--- src/rtl/siso_ctrl_pkg.sv ---
// Shared types and default sizes for the SISO frame sequencer.
package siso_ctrl_pkg;

  localparam int SISO_WIDTH = 4;
  localparam int SISO_DEPTH = 4;

  typedef enum logic [1:0] {
    IDLE  = 2'd0,
    FLUSH = 2'd1,
    SHIFT = 2'd2,
    DONE  = 2'd3
  } siso_state_t;

  // Counter must hold WIDTH+DEPTH-1, the first SHIFT index counted down from.
  function automatic int siso_cnt_w(input int width, input int depth);
    return $clog2(width + depth);
  endfunction

endpackage

--- src/rtl/siso_cycle_counter.sv ---
// Loadable saturating down-counter used to time the SHIFT phase of a frame.
module siso_cycle_counter
  import siso_ctrl_pkg::*;
#(
  parameter int CW = siso_cnt_w(SISO_WIDTH, SISO_DEPTH)
) (
  input  logic          clk,
  input  logic          clear_n,
  input  logic          load,
  input  logic [CW-1:0] load_val,
  input  logic          en,
  output logic [CW-1:0] cnt,
  output logic          zero
);

  logic [CW-1:0] cnt_r;

  // Load has priority; counting stops at zero instead of wrapping.
  always_ff @(posedge clk) begin
    if (!clear_n) begin
      cnt_r <= {CW{1'b0}};
    end else if (load) begin
      cnt_r <= load_val;
    end else if (en && (cnt_r != {CW{1'b0}})) begin
      cnt_r <= cnt_r - CW'(1);
    end else begin
      cnt_r <= cnt_r;
    end
  end

  assign cnt  = cnt_r;
  assign zero = (cnt_r == {CW{1'b0}});

endmodule

--- src/rtl/siso_frame_ctrl.sv ---
// Frame sequencer for an external DEPTH-stage SISO shift register.
// Optional self-check of the returned word is enabled by defining SISO_CHECK_EN.
module siso_frame_ctrl
  import siso_ctrl_pkg::*;
#(
  parameter int WIDTH = SISO_WIDTH,
  parameter int DEPTH = SISO_DEPTH
) (
  input  logic             clk,
  input  logic             clear_n,
  input  logic             in_valid,
  input  logic [WIDTH-1:0] in_data,
  output logic             in_ready,
  output logic             sr_clear,
  output logic             sr_s_in,
  input  logic             sr_s_out,
  output logic             out_valid,
  output logic [WIDTH-1:0] out_data,
  input  logic             out_ready,
  output logic             busy,
  output logic             err
);

  localparam int            CW         = siso_cnt_w(WIDTH, DEPTH);
  localparam logic [CW-1:0] CNT_LOAD   = CW'(WIDTH + DEPTH - 1);
  localparam logic [CW-1:0] CNT_SAMPLE = CW'(WIDTH);

  siso_state_t      state_r;
  siso_state_t      state_s;
  logic [CW-1:0]    cnt_s;
  logic             cnt_zero_s;
  logic             cnt_load_s;
  logic             cnt_en_s;
  logic [WIDTH-1:0] tx_r;
  logic [WIDTH-1:0] rx_r;
  logic [WIDTH-1:0] rx_shift_s;
  logic [WIDTH-1:0] out_data_r;
  logic             sr_clear_r;
  logic             sr_s_in_r;
  logic             out_valid_r;
  logic             sr_clear_nxt_s;
  logic             sr_s_in_nxt_s;
  logic             out_valid_nxt_s;
  logic             in_ready_s;
  logic             busy_s;
  logic             accept_s;
  logic             sample_s;
  logic             done_entry_s;

  // SHIFT is indexed k = CNT_LOAD - cnt; samples are taken once k >= DEPTH.
  siso_cycle_counter #(
    .CW (CW)
  ) u_cycle_counter (
    .clk      (clk),
    .clear_n  (clear_n),
    .load     (cnt_load_s),
    .load_val (CNT_LOAD),
    .en       (cnt_en_s),
    .cnt      (cnt_s),
    .zero     (cnt_zero_s)
  );

  // State register.
  always_ff @(posedge clk) begin
    if (!clear_n) begin
      state_r <= IDLE;
    end else begin
      state_r <= state_s;
    end
  end

  // Next-state decode.
  always_comb begin
    state_s = state_r;
    case (state_r)
      IDLE: begin
        if (in_valid) state_s = FLUSH;
        else          state_s = IDLE;
      end
      FLUSH: state_s = SHIFT;
      SHIFT: begin
        if (cnt_zero_s) state_s = DONE;
        else            state_s = SHIFT;
      end
      DONE: begin
        if (out_valid_r && out_ready) state_s = IDLE;
        else                          state_s = DONE;
      end
      default: state_s = IDLE;
    endcase
  end

  // Output decode: handshake flags from the current state, D-inputs of the output flops from the next state.
  always_comb begin
    in_ready_s      = (state_r == IDLE);
    busy_s          = (state_r != IDLE);
    accept_s        = in_ready_s && in_valid;
    cnt_load_s      = (state_r == FLUSH);
    cnt_en_s        = (state_r == SHIFT);
    sample_s        = (state_r == SHIFT) && (cnt_s < CNT_SAMPLE);
    done_entry_s    = (state_r == SHIFT) && (state_s == DONE);
    sr_clear_nxt_s  = (state_s == FLUSH);
    sr_s_in_nxt_s   = (state_s == SHIFT) ? tx_r[WIDTH-1] : 1'b0;
    out_valid_nxt_s = (state_s == DONE);
    rx_shift_s      = WIDTH'({rx_r, sr_s_out});
  end

  // Output flops and tx/rx shifters; tx fills with zeros, which become the flush-out bits.
  always_ff @(posedge clk) begin
    if (!clear_n) begin
      sr_clear_r  <= 1'b0;
      sr_s_in_r   <= 1'b0;
      out_valid_r <= 1'b0;
      out_data_r  <= {WIDTH{1'b0}};
      tx_r        <= {WIDTH{1'b0}};
      rx_r        <= {WIDTH{1'b0}};
    end else begin
      sr_clear_r  <= sr_clear_nxt_s;
      sr_s_in_r   <= sr_s_in_nxt_s;
      out_valid_r <= out_valid_nxt_s;
      if (accept_s) begin
        tx_r <= in_data;
      end else if (state_s == SHIFT) begin
        tx_r <= tx_r << 1'b1;
      end else begin
        tx_r <= tx_r;
      end
      if (cnt_load_s) begin
        rx_r <= {WIDTH{1'b0}};
      end else if (sample_s) begin
        rx_r <= rx_shift_s;
      end else begin
        rx_r <= rx_r;
      end
      if (done_entry_s) begin
        out_data_r <= rx_shift_s;
      end else begin
        out_data_r <= out_data_r;
      end
    end
  end

`ifdef SISO_CHECK_EN
  logic [WIDTH-1:0] sent_r;
  logic             err_r;

  // The tx shifter is consumed during SHIFT, so the compare uses a separate copy.
  always_ff @(posedge clk) begin
    if (!clear_n) begin
      sent_r <= {WIDTH{1'b0}};
      err_r  <= 1'b0;
    end else begin
      if (accept_s) sent_r <= in_data;
      else          sent_r <= sent_r;
      if (done_entry_s) begin
        err_r <= (rx_shift_s != sent_r);
      end else if ((state_r == DONE) && (state_s == IDLE)) begin
        err_r <= 1'b0;
      end else begin
        err_r <= err_r;
      end
    end
  end

  assign err = err_r;
`else
  assign err = 1'b0;
`endif

  assign in_ready  = in_ready_s;
  assign busy      = busy_s;
  assign sr_clear  = sr_clear_r;
  assign sr_s_in   = sr_s_in_r;
  assign out_valid = out_valid_r;
  assign out_data  = out_data_r;

endmodule
--- config.mk ---
export PLATFORM = sky130hd
export DESIGN_NAME = siso_frame_ctrl
export DESIGN_NICKNAME = d
export VERILOG_FILES = /design/src/rtl/siso_ctrl_pkg.sv /design/src/rtl/siso_cycle_counter.sv /design/src/rtl/siso_frame_ctrl.sv
export SDC_FILE = /design/constraint.sdc
export NUM_CORES = 1
export LEC_CHECK = 0
export BUFFER_PORTS_ARGS = -buffer_cell sky130_fd_sc_hd__buf_2
export CAP_MARGIN = 20
export CORE_ASPECT_RATIO = 1.2
export CORE_MARGIN = 4
export CORE_UTILIZATION = 47
export DETAILED_ROUTE_END_ITERATION = 10
export GPL_TIMING_DRIVEN = 0
export PLACE_DENSITY = 0.81
export SLEW_MARGIN = 20
export SYNTH_ARGS = -nofsm -noshare
export SYNTH_HDL_FRONTEND = slang
export SYNTH_HIERARCHICAL = 1
export SYNTH_SLANG_ARGS = --single-unit
--- constraint.sdc ---
create_clock -name clk -period 1.32 [get_ports clk]
set_input_delay 0.264 -clock clk [delete_from_list [all_inputs] [get_ports clk]]
set_output_delay 0.264 -clock clk [all_outputs]
set_load 0.005 [all_outputs]
; Word-level counts from Yosys, hierarchy flattened
; Cells that the tools add are included.
[word_totals]
ff_bits = 19
latchBits = 0
ramBits = 0
mem_bits_ro = 0
input_bits = 9
out_inout_bits = 10
elab_cells = 38
memories = 0
[op_classes]
addsub = 1
multipliers = 0
div_mod_pow = 0
order_cmp = 1
eq_ne = 6
shift = 0
muxes = 8
bitwise = 1
n_reduce_logical = 13
[ops]
columns = operator, n
row1 = "== test 2 bit, second input constant", 4
row2 = two-way mux 4 bit, 2
row3 = case mux 2 bit (4 select lines), 1
row4 = two-way mux 3 bit, 2
row5 = nonzero test 2 bit, 3
row6 = logical AND 1 bit, 5
row7 = "== test 2 x 1 -> 1 bit, second input constant", 2
row8 = logical NOT 3 bit, 1
row9 = "< comparator 3 bit, second input constant", 1
row10 = nonzero test 3 bit, 1
row11 = "subtractor 3 x 1 -> 3 bit, second input constant", 1
row12 = logical NOT 2 bit, 1
row13 = two-way mux 1 bit, 2
row14 = two-way mux 2 bit, 1
row15 = AND reduction 2 bit, 1
row16 = OR reduction 2 bit, 1
row17 = NOT 1 bit, 1

; Depth between registers and ports, before layout
; Gate-level depths: netlist of the first run.
[logic_depth]
word_depth = 6
ltp_mapped = 6
depth_no_buf = 6

; Cells and area by module
; The synthesis of the first run kept the hierarchy.
[by_module_without_submodules]
columns = module, n_inst, cells_per_inst, area_per_inst_um2, seq_area_each_um2
row1 = siso_frame_ctrl, 1, 72, 734.5, 320.3
row2 = siso_cycle_counter, 1, 21, 185.2, 60.1

; Worst setup path after synthesis of the first run
; Ideal clock, no wire load.
[synth_timing]
kind = flip-flop to flip-flop
from = register u_cycle_counter.cnt_r[0] (netlist: u_cycle_counter/cnt[0])
to = register tx_r[1]
setup_ns = 0.119
arrival_time_ns = 1.271
t_required_ns = 1.201
path_slack_ns = -0.070
stages_incl_launch_ff = 7
path_buffers = 0
period_less_slack_ns = 1.390
cell_sequence = dfxtp_1 > inv_1 > ha_1 > ha_1 > nor2_1 > a21oi_2 > o221a_2
[synth_between]
elab_chain_len = 5
[synth_lines]
columns = element, line_no
row1 = "start, declared", siso_cycle_counter.sv:16  ; logic [CW-1:0] cnt_r;
row2 = "start signal, assigned", siso_cycle_counter.sv:21  ; cnt_r <= {CW{1'b0}};
row3 = "start signal, assigned", siso_cycle_counter.sv:23  ; cnt_r <= load_val;
row4 = "start signal, assigned", siso_cycle_counter.sv:25  ; cnt_r <= cnt_r - CW'(1);
row5 = logical NOT 3 bit, siso_cycle_counter.sv:32  ; assign zero = (cnt_r == {CW{1'b0}});
row6 = via cnt_zero_s, siso_frame_ctrl.sv:31  ; logic cnt_zero_s;
row7 = two-way mux 1 bit, siso_frame_ctrl.sv:82  ; if (cnt_zero_s) state_s = DONE;
row8 = case mux 2 bit (4 select lines), siso_frame_ctrl.sv:75  ; case (state_r)
row9 = == test 2 bit, siso_frame_ctrl.sv:123  ; end else if (state_s == SHIFT) begin
row10 = nonzero test 2 bit (no line), -
row11 = "end signal, assigned", siso_frame_ctrl.sv:122  ; tx_r <= in_data;
row12 = "end signal, assigned", siso_frame_ctrl.sv:124  ; tx_r <= tx_r << 1'b1;
row13 = "end signal, assigned", siso_frame_ctrl.sv:126  ; tx_r <= tx_r;
row14 = "end, declared", siso_frame_ctrl.sv:34  ; logic [WIDTH-1:0] tx_r;
; The timed path passes the listed nets, and every way through them passes these cells.
; A chain may end at the register's enable or synchronous reset.

; Final worst setup path of the first run
[layout_timing]
from = register u_cycle_counter.cnt_r[0] (netlist: u_cycle_counter/cnt[0])
to = register out_data_r[1] (netlist: out_data[1])
[layout_between]
elab_chain_len = 5
[layout_lines]
columns = element, line_no
row1 = logical NOT 3 bit, siso_cycle_counter.sv:32
row2 = via cnt_zero_s, siso_frame_ctrl.sv:31
row3 = two-way mux 1 bit, siso_frame_ctrl.sv:82
row4 = case mux 2 bit (4 select lines), siso_frame_ctrl.sv:75
row5 = == test 2 bit, siso_frame_ctrl.sv:101  ; done_entry_s = (state_r == SHIFT) && (state_s == DONE);
row6 = logical AND 1 bit, siso_frame_ctrl.sv:101
row7 = "end signal, assigned", siso_frame_ctrl.sv:114  ; out_data_r <= {WIDTH{1'b0}};
row8 = "end signal, assigned", siso_frame_ctrl.sv:136  ; out_data_r <= rx_shift_s;
row9 = "end signal, assigned", siso_frame_ctrl.sv:138  ; out_data_r <= out_data_r;
row10 = "end, declared", siso_frame_ctrl.sv:37  ; logic [WIDTH-1:0] out_data_r;
; The timed path passes the listed nets, and every way through them passes these cells.

==> results of run 1 <==
-- per-layer routing --
metal	up-vias	routed length (um)	GRT usage, %
met5	-	0	0
met4	0	55	10.7
met3	4	76	3.98
met2	12	955	23.9
met1	341	832	16.5
li1	392	-	-
-- sequential cells by signal (all words and copies together), names as in the netlist --
name and count:
out_data 4, tx_r 4, rx_r 3, u_cycle_counter/cnt 3, state_r 2, out_valid 1, sr_clear 1, sr_s_in 1
-- repair_timing --
item | CTS | global route
setup buffers | 6 | 3
pin swaps | 5 | 10
gates resized for setup | 15 | 8
endpoints found under the setup margin | 13 | 13
-- power groups by stage --
stage	Clock (W)	Combinational (W)	Sequential, W
2_1_floorplan	0	0.000262	0.000666
3_3_place_gp	0	0.000327	0.000671
3_5_place_dp	0	0.000341	0.000675
4_1_cts	0.000299	0.000416	0.000659
5_1_grt	0.000325	0.000503	0.000671
6_report	0.000290	0.000453	0.000663
-- layout by cell type, fill, tap and decap left out, types with 3 or more instances in the layout --
cell type	n
a211oi_1	3
and3_1	3
buf_2	16
buf_4	9
clkbuf_4	3
conb_1	4
dfxtp_1	14
dfxtp_2	3
inv_2	3
mux2i_1	4
nand2_1	4
nand3b_1	3
nor2b_1	8
nor3b_1	3
o21a_1	4
o221a_2	3
-- critical path, stage by stage, from the launching register on --
cell and delay, ns:
dfxtp_2 0.35, inv_2 0.04, ha_4 0.15, ha_4 0.18
nand3b_1 0.24, mux2i_1 0.23, nor2b_1 0.06
-- through the flow --
| step | TNS [ns] | worst slack, ns | utilization, % |
|---|---|---|---|
| floorplan | 0 | 0.0304 | - |
| global placement | -0.333 | -0.0495 | 56.9 |
| detailed placement | -0.760 | -0.0903 | 56.9 |
| CTS | -0.136 | -0.0355 | 62.9 |
| global route | -0.729 | -0.130 | 65.4 |
| finish | -0.131 | -0.0353 | 65.4 |
-- final cells by class --
class                           instances  area (um^2)  area share (%)
Buffer                                  4         41.3            3.41
Clock buffer                            4         26.3            2.17
Multi-Input combinational cell         67          547            45.1
Sequential cell                        19          392            32.3
Timing Repair Buffer                   26          163            13.4
Inverter                                5         18.8            1.55
Tap cell                               19         23.8            1.96
-- worst min path at each step --
stage,startpoint,endpoint,slack [ns],cells past startpoint
detailed placement,tx_r[3],sr_s_in,0.43,2
global placement,tx_r[3],sr_s_in,0.43,2
finish,in_data[0],tx_r[0],0.23,3
floorplan,clear_n,u_cycle_counter/cnt[0],0.40,2
global route,in_data[0],tx_r[0],0.23,3
CTS,in_data[0],tx_r[0],0.22,3
-- cells by family after synthesis --
logic type	after synthesis	synth area share [%]
simple gates	35	26.0
xor+xnor	1	0.953
mux	4	4.35
buf+inv	9	5.31
fa+ha+maj	2	2.72
compound gates	21	18.5
flops	19	41.4
other cells	2	0.817
==> metrics.txt, run 1 <==
PwrDens=1160 nW/um^2; CP startpoint kind=register; vias in the first global route=768; via count=749; routability cong.=0.731; die height=56.5 um; WHS=0.226 ns; Area Overhead vs Synth=31.7%; P_int=0.000994 W; max-cap violations=0; Clk Latency, worst-skew pair=0.29 ns; unrepaired setup endpoints after global routing=true; Post-DRT Antenna Nets=0; Post-Syn Area per Cell=9.89 um^2; Clock Path Buffers=2; final instance area=1210 um^2; TritonCTS Sinks=19; Yosys Warn Count=6; worst setup margin=-0.0353 ns; top cells by area, synth=dfxtp_1 41%, nor2b_1 6.1%, mux2i_1 4.4%; Boundary Pins=19; clock share of power=20.6%; 1st-iter DRT viols=21; Via-to-Cell Ratio=5.20; routed length per instance=13.3 um; CTS tree=built; Finished Layout Cells=144; Peak Freq=738 MHz; full die area=2730 um^2; failing checks=setup timing; total power=0.00141 W; Site Rows=17; initial core utilization=49.7%; R2R Path Start=u_cycle_counter/cnt[0]; post-synthesis cell area=920 um^2; CP arrival=1.55 ns; required time worst endpoint=1.52 ns; Clk Tree Root Cell=clkbuf_4; total leakage power=0.518 nW; layout cells sized above 1=44.8%; first-pass GRT wire length=3.24 mm; fillcell total=158; Setup Skew=0.000425 ns; EDFF count, synth=0; combinational share of power=32.3%; Worst setup EP type=register; most common cell in the synthesized netlist=dfxtp_1; Synth Instances=93; Distinct cells, synth=33; total global routing overflow=0; #FFs+latches synth=19; dpl hpwl=1.31 mm; ys async rst share=0%; reg2reg setup slack=-0.04 ns; CP endpoint=out_data[1]; worst reg2reg path depth=6; outcome=finished with violations; worst r2r dst=out_data[1]; Sw Share=29.2%; initial antenna violation count=0; share of the synthesized area in the top cell type=41.4%; I/O Buffers=17; H-tree depth=1; commonest register cell after synthesis=dfxtp_1; most frequent cells after synthesis=19 x dfxtp_1, 9 x nor2b_1, 5 x inv_1; fin nets=137; NetSw=0.000411 W; CTS buffer count=3; Tmin final=1.36 ns; CP Max Fanout=6; Die X=48.4 um; final setup fails=7; final WL=1.92 mm; core area=1850 um^2; largest net degree at the start of global routing=11; post-cts hold buffer count=0; Critical Path Source=u_cycle_counter/cnt[0]; Area after DPL=1050 um^2; worst IR drop on VDD=848 uV; Min-Delay Path Class=in -> reg; Final period util=103%; CP Class=reg -> reg; antenna fix cells=0; Final Hold Fails=0; total track usage=14.8%; sequential fraction of design power=47.1%; clock transition at the registers of the reported paths=0.10 ns; fin. max-slew vios=0; sequential share of the synthesized area=41.4%; DRC Markers=0; Pre-antenna DRT Iters=5; placed cells=131; Synth area leader=dfxtp_1
No activity file was read; power rests on OpenSTA's default activity.
==> run 2, diff against run 1 <==
--- a/config.mk
+++ b/config.mk
@@ -10,9 +10,11 @@
 export CORE_ASPECT_RATIO = 1.2
 export CORE_MARGIN = 4
 export CORE_UTILIZATION = 47
+export CTS_CLUSTER_SIZE = 20
 export DETAILED_ROUTE_END_ITERATION = 10
 export GPL_TIMING_DRIVEN = 0
 export PLACE_DENSITY = 0.81
+export SKIP_LAST_GASP = 1
 export SLEW_MARGIN = 20
 export SYNTH_ARGS = -nofsm -noshare
 export SYNTH_HDL_FRONTEND = slang
==> run 2 against run 1 <==
  * The run still ends with setup timing left
  * Cell count is the same
  * Design area did not move
  * Sequential share of layout area stayed put
  * Utilization unchanged
  * Critical path depth stayed put
  * Sequential power is essentially flat
  * Clock power about the same
  * Via count up 0.80%
  * Maximum frequency hardly changed
  * Global-route usage unchanged
  * Clock skew is 0.0013 ns higher
  * Non-clock buffer count unchanged
  * Critical path type unchanged
==> metrics.txt, run 2 (synthesis gave the netlist of run 1 again) <==
via count=755 (+0.80%); max-cap violations=0 (unchanged); most common cell after layout, fill and taps aside=buf_2; sequential fraction of design power=47.0% (about the same); outcome=finished with violations; I/O Buffers=17 (unchanged); worst setup margin=-0.0358 ns (-0.000464 ns); CP startpoint kind=register; Final Hold Fails=0 (unchanged); 1st-iter DRT viols=26 (+24%); Pre-antenna DRT Iters=6 (+1); reg2reg setup slack=-0.04 ns (about the same); slowest stage delay, CP=0.35 ns (about the same); fin. max-slew vios=0 (unchanged); core area=1850 um^2 (unchanged); Die X=48.4 um (unchanged); DRC Markers=0 (unchanged); clock share of power=20.8% (+0.2 points); antenna fix cells=0 (unchanged); P_int=0.000995 W (about the same); final setup fails=6 (-1); Via-to-Cell Ratio=5.24 (+0.80%); CTS tree=built; final WL=1.90 mm (-0.89%); total leakage power=0.517 nW (about the same); Worst setup EP type=register; Site Rows=17 (unchanged); Clk Tree Root Cell=clkbuf_4; Setup Skew=0.00176 ns (+0.00134 ns); WHS=0.217 ns (-0.00934 ns); initial core utilization=49.7% (unchanged); CP cell instances=inv_2 > ha_4 > ha_4 > nand3b_1 > mux2i_1 > nor2b_1; layout cells sized above 1=44.8% (unchanged); required time worst endpoint=1.52 ns (about the same); die height=56.5 um (unchanged); Clock Path Buffers=2 (unchanged); worst IR drop on VDD=849 uV (about the same); most frequent cells in the layout=16 x buf_2, 14 x dfxtp_1, 9 x buf_4, 8 x nor2b_1; routability cong.=0.731 (unchanged); PwrDens=1160 nW/um^2 (+0.24%); CP arrival=1.56 ns (about the same); total global routing overflow=0 (unchanged); initial antenna violation count=0 (unchanged); Post-DRT Antenna Nets=0 (unchanged); CP Class=reg -> reg; clock transition at the registers of the reported paths=0.10 ns (about the same); full die area=2730 um^2 (unchanged); Final period util=103% (about the same); Boundary Pins=19 (unchanged); total track usage=14.8% (unchanged); fillcell total=158 (unchanged); Area Overhead vs Synth=31.7% (unchanged); routed length per instance=13.2 um (-0.89%); combinational share of power=32.2% (about the same); H-tree depth=1 (unchanged); fin util=65.4% (unchanged); NetSw=0.000414 W (+0.76%); CP Max Fanout=6 (unchanged); unrepaired setup endpoints after global routing=true; CTS buffer count=3 (unchanged); most repeated library cell on the critical path=ha_4; largest net degree at the start of global routing=11 (unchanged); Slowest-stage cell, CP=dfxtp_2; Clk Latency, worst-skew pair=0.30 ns (about the same); Peak Freq=738 MHz (about the same); dpl hpwl=1.31 mm (unchanged); vias in the first global route=768 (unchanged); Sw Share=29.4% (+0.15 points); fin nets=137 (unchanged); Tmin final=1.36 ns (+0.000464 ns); first-pass GRT wire length=3.24 mm (unchanged); failing checks=setup timing; Min-Delay Path Class=in -> reg; TritonCTS Sinks=19 (unchanged); setup_tns=-0.140 ns (-0.00916 ns)
run 2: cell counts in the layout (fill, tap and decap cells not counted):
Identical to the previous run, type by type.
run 2: metrics by stage:
step                total power [W]  setup slack (ns)  std cells  area, um^2
detailed placement          0.00102           -0.0903        131        1050
global route                0.00150            -0.130        144        1210
finish                      0.00141           -0.0358        144        1210
global placement           0.000998           -0.0495        131        1050
floorplan                  0.000927            0.0304         95         945
CTS                         0.00137           -0.0355        141        1160
run 2: power by group through the flow:
stage / clock, W / sequential [W] / combinational (W)
after floorplan: 0 / 0.000666 / 0.000262
after global placement: 0 / 0.000671 / 0.000327
after detailed placement: 0 / 0.000675 / 0.000341
after CTS: 0.000299 / 0.000659 / 0.000415
after global routing: 0.000325 / 0.000671 / 0.000503
final: 0.000292 / 0.000663 / 0.000454
run 2: critical path, delay by kind of cell, from the launching register on:
kind	cells	cell delay, ns
AND/OR/NAND/NOR	2	0.30
buffers and inverters	1	0.04
adder cells (fa/ha/maj)	2	0.33
multiplexers	1	0.24
flip-flops	1	0.35
run 2: cell type report:
type	count	area, um^2	share of cell area (%)
multi-input cells	67	547	45.1
flip-flops and latches	19	392	32.3
repair buffers	26	163	13.4
plain buffers	4	41.3	3.41
clock buffers	4	26.3	2.17
well taps	19	23.8	1.96
inverters	5	18.8	1.55
run 2: metal layers:
metal  global-route usage (%)  up-vias  routed length, um
met4                     10.7        0                 61
met3                     3.98        4                 83
li1                         -      391                  -
met5                        0        -                  0
met2                     23.9       17                936
met1                     16.5      343                820
run 2: repair_timing:
action | in CTS | in global routing
setup buffers | 6 | 3
endpoints found under the setup margin | 13 | 13
hold buffers | 0 | 0
pin swaps | 5 | 9
gates resized for setup | 14 | 9
cloned | 0 | 0
run 2: path summary, 6_finish.rpt:
kind                               endpoint                    from  cells past startpoint
worst min register to register      sr_s_in                 tx_r[3]                      2
worst min-delay path                tx_r[0]              in_data[0]                      3
worst max-delay path            out_data[2]  u_cycle_counter/cnt[0]                      6
worst max register to register  out_data[2]  u_cycle_counter/cnt[0]                      6
